## config.mk

```make
export PLATFORM = sky130hd
export DESIGN_NAME = mmu_xlat_router
export DESIGN_NICKNAME = d
export VERILOG_FILES = /design/src/rtl/mmu_xlat_router.sv
export SDC_FILE = /design/constraint.sdc
export NUM_CORES = 1
export LEC_CHECK = 0
export BUFFER_PORTS_ARGS = -buffer_cell sky130_fd_sc_hd__buf_2
export CAP_MARGIN = 10
export CORE_AREA = 2 2 202 204
export CTS_CLUSTER_SIZE = 20
export DETAILED_ROUTE_END_ITERATION = 10
export DIE_AREA = 0 0 204 206
export MAX_ROUTING_LAYER = met4
export PLACE_DENSITY = 0.45
export SETUP_SLACK_MARGIN = 0.02
export SYNTH_ARGS = -nofsm -noshare
export SYNTH_HDL_FRONTEND = slang
export SYNTH_SLANG_ARGS = --single-unit
export TNS_END_PERCENT = 50
```

## constraint.sdc

```tcl
create_clock -name clk -period 2.5 [get_ports clk]
set_input_delay 0.5 -clock clk [delete_from_list [all_inputs] [get_ports clk]]
set_output_delay 0.5 -clock clk [all_outputs]
set_load 0.02 [all_outputs]
```

## src/rtl/mmu_xlat_router.sv

```systemverilog
// mmu_xlat_router
//   MIPS MMU front-end for NUM_CH requester channels. Each channel's virtual
//   address is translated with the fixed kseg0/kseg1 segment map. Cached
//   requests go straight through to that channel's own cache port with no added
//   latency. Uncached requests from all channels share one uncached port,
//   round-robin arbitrated through a registered IDLE/BUSY/RESP FSM.
//
// Ports
//   clk, rst              clock (rising edge), synchronous active-high reset
//   k0_uncached           1 = kseg0 accesses are uncached
//   req_valid_i/addr/be/wdata   per-channel request (be all zero = read)
//   req_ready_o/rdata_o   per-channel completion pulse and read data
//   cache_*               per-channel cache port (combinational pass-through)
//   unc_*                 shared uncached port; unc_owner_o = granted channel
module mmu_xlat_router #(
    parameter int unsigned NUM_CH = 2,
    parameter int unsigned DATA_W = 32,
    localparam int unsigned CH_W  = (NUM_CH > 1) ? $clog2(NUM_CH) : 1,
    localparam int unsigned BE_W  = DATA_W / 8
) (
    input  logic                     clk,
    input  logic                     rst,
    input  logic                     k0_uncached,
    input  logic [NUM_CH-1:0]        req_valid_i,
    input  logic [NUM_CH*32-1:0]     req_addr_i,
    input  logic [NUM_CH*BE_W-1:0]   req_be_i,
    input  logic [NUM_CH*DATA_W-1:0] req_wdata_i,
    output logic [NUM_CH-1:0]        req_ready_o,
    output logic [NUM_CH*DATA_W-1:0] req_rdata_o,
    output logic [NUM_CH-1:0]        cache_en_o,
    output logic [NUM_CH*32-1:0]     cache_addr_o,
    output logic [NUM_CH*BE_W-1:0]   cache_be_o,
    output logic [NUM_CH*DATA_W-1:0] cache_wdata_o,
    input  logic [NUM_CH-1:0]        cache_ready_i,
    input  logic [NUM_CH*DATA_W-1:0] cache_rdata_i,
    output logic                     unc_en_o,
    output logic [31:0]              unc_addr_o,
    output logic [BE_W-1:0]          unc_be_o,
    output logic [DATA_W-1:0]        unc_wdata_o,
    input  logic                     unc_ready_i,
    input  logic [DATA_W-1:0]        unc_rdata_i,
    output logic [CH_W-1:0]          unc_owner_o
);

    typedef enum logic [1:0] {StIdle, StBusy, StResp} state_e;

    state_e            state_q;
    logic [CH_W-1:0]   owner_q;
    logic [CH_W-1:0]   rr_ptr_q;
    logic [DATA_W-1:0] resp_data_q;

    logic [NUM_CH-1:0] cached;
    logic [NUM_CH-1:0] cand;
    logic [31:0]       paddr_a [NUM_CH];
    logic [BE_W-1:0]   be_a    [NUM_CH];
    logic [DATA_W-1:0] wdata_a [NUM_CH];

    logic              grant_any;
    logic [CH_W-1:0]   grant_idx;

    // Per-channel translation, cache pass-through and response merge
    for (genvar g = 0; g < NUM_CH; g++) begin : g_ch
        logic [31:0] vaddr;
        logic [2:0]  seg;
        logic        unmapped;
        logic        resp_hit;

        assign vaddr    = req_addr_i[32*g +: 32];
        assign seg      = vaddr[31:29];
        assign unmapped = (seg == 3'b100) || (seg == 3'b101);

        // kseg1 is always uncached; kseg0 follows k0_uncached; all else cached
        assign cached[g] = (seg == 3'b101) ? 1'b0 :
                           (seg == 3'b100) ? ~k0_uncached : 1'b1;

        assign paddr_a[g] = unmapped ? {3'b000, vaddr[28:0]} : vaddr;
        assign be_a[g]    = req_be_i[BE_W*g +: BE_W];
        assign wdata_a[g] = req_wdata_i[DATA_W*g +: DATA_W];

        assign cache_en_o[g]                      = req_valid_i[g] & cached[g] & ~rst;
        assign cache_addr_o[32*g +: 32]           = paddr_a[g];
        assign cache_be_o[BE_W*g +: BE_W]         = be_a[g];
        assign cache_wdata_o[DATA_W*g +: DATA_W]  = wdata_a[g];

        assign resp_hit = (state_q == StResp) && (owner_q == CH_W'(g));

        assign req_ready_o[g] = (cached[g] & req_valid_i[g] & cache_ready_i[g]) | resp_hit;
        assign req_rdata_o[DATA_W*g +: DATA_W] =
            resp_hit ? resp_data_q : cache_rdata_i[DATA_W*g +: DATA_W];
    end

    assign cand = req_valid_i & ~cached;

    // Round-robin pick: first candidate after the last served channel
    always_comb begin
        logic [CH_W-1:0] cur;
        grant_any = 1'b0;
        grant_idx = '0;
        cur       = rr_ptr_q;
        for (int unsigned k = 0; k < NUM_CH; k++) begin
            if (cur == CH_W'(NUM_CH - 1)) begin
                cur = '0;
            end else begin
                cur = cur + CH_W'(1);
            end
            if (!grant_any && cand[cur]) begin
                grant_any = 1'b1;
                grant_idx = cur;
            end
        end
    end

    // Uncached request/response FSM; the payload is captured at grant so later
    // address or k0_uncached changes cannot disturb an in-flight access.
    always_ff @(posedge clk) begin
        if (rst) begin
            state_q     <= StIdle;
            unc_en_o    <= 1'b0;
            unc_addr_o  <= '0;
            unc_be_o    <= '0;
            unc_wdata_o <= '0;
            resp_data_q <= '0;
            owner_q     <= '0;
            rr_ptr_q    <= CH_W'(NUM_CH - 1);
        end else begin
            case (state_q)
                StIdle: begin
                    if (grant_any) begin
                        unc_addr_o  <= paddr_a[grant_idx];
                        unc_be_o    <= be_a[grant_idx];
                        unc_wdata_o <= wdata_a[grant_idx];
                        owner_q     <= grant_idx;
                        unc_en_o    <= 1'b1;
                        state_q     <= StBusy;
                    end
                end
                StBusy: begin
                    if (unc_ready_i) begin
                        resp_data_q <= unc_rdata_i;
                        unc_en_o    <= 1'b0;
                        rr_ptr_q    <= owner_q;
                        state_q     <= StResp;
                    end
                end
                // Single-cycle response slot; no arbitration so a held valid
                // is not reissued.
                StResp: begin
                    state_q <= StIdle;
                end
                default: begin
                    unc_en_o <= 1'b0;
                    state_q  <= StIdle;
                end
            endcase
        end
    end

    assign unc_owner_o = owner_q;

endmodule

```

==> results.py <==
metrics = {
    "logic_synthesis": {
        "netlist_area_mm2": 0.006479,
        "async_reset_ff_share_pct": 0,
        "avgSynthCellArea_um2": 8.338,
        "synth_warnings": 0,
        "synth.ff_latch_count": 105,
        "syn_inst": 777,
        "synth_ff_type": "dfxtp_1",
        "synth_edf_count": 0,
        "synth_nets": 1017,
        "yosys.cell_types.count": 28,
        "yosysSeqAreaShare_pct": 32.44,
    },
    "drt": {
        "ant_nets": 0,
        "vias_per_cell": 4.247,
        "vias": 7038,
        "drt_wl_total_um": 29200,
        "drtIter0Drc": 256,
        "post_drt_wl_per_cell_um": 17.62,
        "post-route-drc-count": 0,
        "dr.pass1.iters": 4,
    },
    "critical_path": {
        "start_kind": "flip-flop",
        "slowest_stage": "dfxtp_1",
        "cpPeakStageDelay_ns": 0.42,
        "worstPathArrival_ns": 1.88,
        "cp_top_family": "buffers and inverters",
        "cp.required_ns": 2.00,
        "cp-end-kind": "output port",
        "crit_type": "reg2out",
        "path_max_fanout": 25,
        "crit_chain": "nand3b_1 -> buf_4 -> mux2_2 -> buf_2",
        "cp_num_buf_inv": 2,
    },
    "clock_tree": {
        "clock_latency_ns": 0.38,
        "cts_buffers": 9,
        "cts_max_level": 3,
        "cts_tree": "done",
        "clockBufferDepth": 2,
        "cts_sinks": 105,
        "clk_pin_slew_ns": 0.07,
        "ctsRootBufferMaster": "clkbuf_16",
        "post-cts-setup-buffer-count": 0,
    },
    "place": {
        "dp_slack_ns": 0.3475,
        "hpwl_um": 23070,
        "port_buffers": 513,
        "routabilityCongestion": 0.7890,
        "dpl-instance-area_mm2": 0.008755,
    },
    "finish": {
        "final_cell_mix": "512 x buf_2, 105 x dfxtp_1, 71 x nand2_1",
        "fin_nets": 1358,
        "fill_cells": 4546,
        "layout_commonest_cell": "buf_2",
        "multi_input_area_mm2": 0.003104,
        "seq_area_mm2": 0.002102,
        "final_area_mm2": 0.009057,
        "drive_gt1_share_pct": 57.61,
        "area_growth_pct": 39.80,
    },
    "die": {
        "fp.dieW_um": 204,
        "start_util_pct": 16.12,
        "io_pins": 514,
        "die_h_um": 206,
        "fp.dieArea_mm2": 0.04202,
        "rows": 74,
        "core_area_mm2": 0.04018,
    },
    "sta": {
        "skew_ns": 0.01119,
        "fin_crit_sh_pct": 95.23,
        "final.min_clock_period_ns": 2.381,
        "holdWs_ns": 0.3575,
        "clock.fmax_ghz": 0.4200,
        "setup_tns_ns": 0,
        "slew_violations": 0,
        "rsz0062_at_grt": "yes",
        "hold_violations": 0,
        "tightest_slew_ns": 0.4863,
        "worst_slack_ns": 0.1193,
        "setup_viol": 0,
        "slew_headroom_pct": 67.58,
    },
    "power_and_ir_drop": {
        "max-vdd-ir-drop_v": 0.0003586,
        "powerDensity_mw_per_mm2": 520.3,
        "p_leak_nw": 3.977,
    },
    "global_route": {
        "grt_max_degree": 58,
        "grt.overflow.total": 0,
        "grt_pass1_vias": 6614,
        "grt_pass1_wl_um": 40300,
        "track_usage_pct": 13.37,
        "antenna_found_initial": 3,
    },
    "outcome": {
        "outcome": "finished clean",
    },
    "run": {
        "maxCapViolCount": 0,
    },
    "min_path": {
        "hold_class": "in2reg",
    },
}
==> worst min-delay path: stages <==
cell and delay [ns]:
buf_2 0.10, nand2_1 0.04, a21oi_1 0.05
==> final timing paths <==
| kind | cells after the start | from | slack (ns) | endpoint |
|---|---|---|---|---|
| worst min-delay path | 3 | unc_rdata_i[25] | 0.36 | resp_data_q[25]$_SDFFE_PP0P_ |
| worst max register to register | 5 | state_q[0]$_SDFFE_PP0P_ | 0.63 | unc_wdata_o[7]$_SDFFE_PP0P_ |
| worst min register to register | 2 | unc_en_o$_SDFFE_PP0P_ | 0.46 | unc_en_o$_SDFFE_PP0P_ |
| worst max-delay path | 4 | state_q[0]$_SDFFE_PP0P_ | 0.12 | req_rdata_o[45] |
==> cell type report <==
cell class | instances | share of cell area [%]
multi-input cells | 464 | 34.27
repair buffers | 538 | 31.83
flip-flops and latches | 105 | 23.21
well taps | 532 | 7.349
clock buffers | 12 | 2.721
clock inverters | 4 | 0.5664
diodes | 2 | 0.05526
==> synth_stat cells, types with 2 or more instances <==
| library cell | instances | area [um^2] |
|---|---|---|
| buf_4 | 131 | 983.4 |
| nor2_1 | 5 | 18.77 |
| and2_1 | 2 | 12.51 |
| nor2b_1 | 4 | 25.02 |
| a21oi_1 | 35 | 175.2 |
| clkbuf_1 | 57 | 214.0 |
| a311oi_2 | 20 | 300.3 |
| nand2_1 | 71 | 266.5 |
| o21ai_0 | 67 | 335.3 |
| nor3b_1 | 4 | 30.03 |
| buf_6 | 3 | 33.78 |
| nand3b_1 | 3 | 22.52 |
| nor3_1 | 65 | 325.3 |
| or3b_2 | 2 | 17.52 |
| mux2_2 | 64 | 720.7 |
| or2_1 | 2 | 12.51 |
| dfxtp_1 | 105 | 2102 |
| a311oi_1 | 45 | 394.1 |
| buf_1 | 2 | 7.510 |
| nand3_1 | 68 | 340.3 |
| o2111a_1 | 2 | 22.52 |
| buf_2 | 14 | 70.07 |
==> flip-flops by register name (all words and copies together), names as in the netlist <==
signal	flops
resp_data_q	32
unc_be_o	4
unc_wdata_o	32
unc_addr_o	32
unc_owner_o	1
rr_ptr_q	1
unc_en_o	1
state_q	2
==> power by group <==
part,total [mW],switching (mW),internal [mW]
sequential,1.83,0.0578,1.77
clock,1.52,0.712,0.809
combinational,1.36,0.842,0.522
total,4.71,1.61,3.10
==> through the flow <==
stage | power, mW | utilization, % | cells
floorplan | 2.753 | - | 777
global placement | 3.239 | 21.79 | 1639
CTS | 4.826 | 22.53 | 1655
global route | 4.948 | 22.54 | 1657
detailed placement | 3.244 | 21.79 | 1639
finish | 4.712 | 22.54 | 1657
==> layer usage <==
layer  GRT usage [%]  vias up  wire (um)
met5               -        -          0
met4           5.409        0        741
met2           24.85      354      15410
li1                -     3360          -
met1           13.69     3295      11110
met3           2.791       29       1940
==> cell families after synthesis <==
group | Yosys count | synth area share (%)
mux | 64 | 11.12
simple gates | 229 | 16.94
buf+inv | 208 | 20.28
flops | 105 | 32.45
compound gates | 171 | 19.22
==> timing repair <==
| action | 4_1_cts | 5_1_grt |
|---|---|---|
| hold buffers | 0 | 0 |
| endpoints found under the setup margin | 0 | 1 |
| hold endpoints to repair | 0 | 0 |
| gates resized for setup | 0 | 0 |
Note: power is estimated with default switching activity, not from simulation.
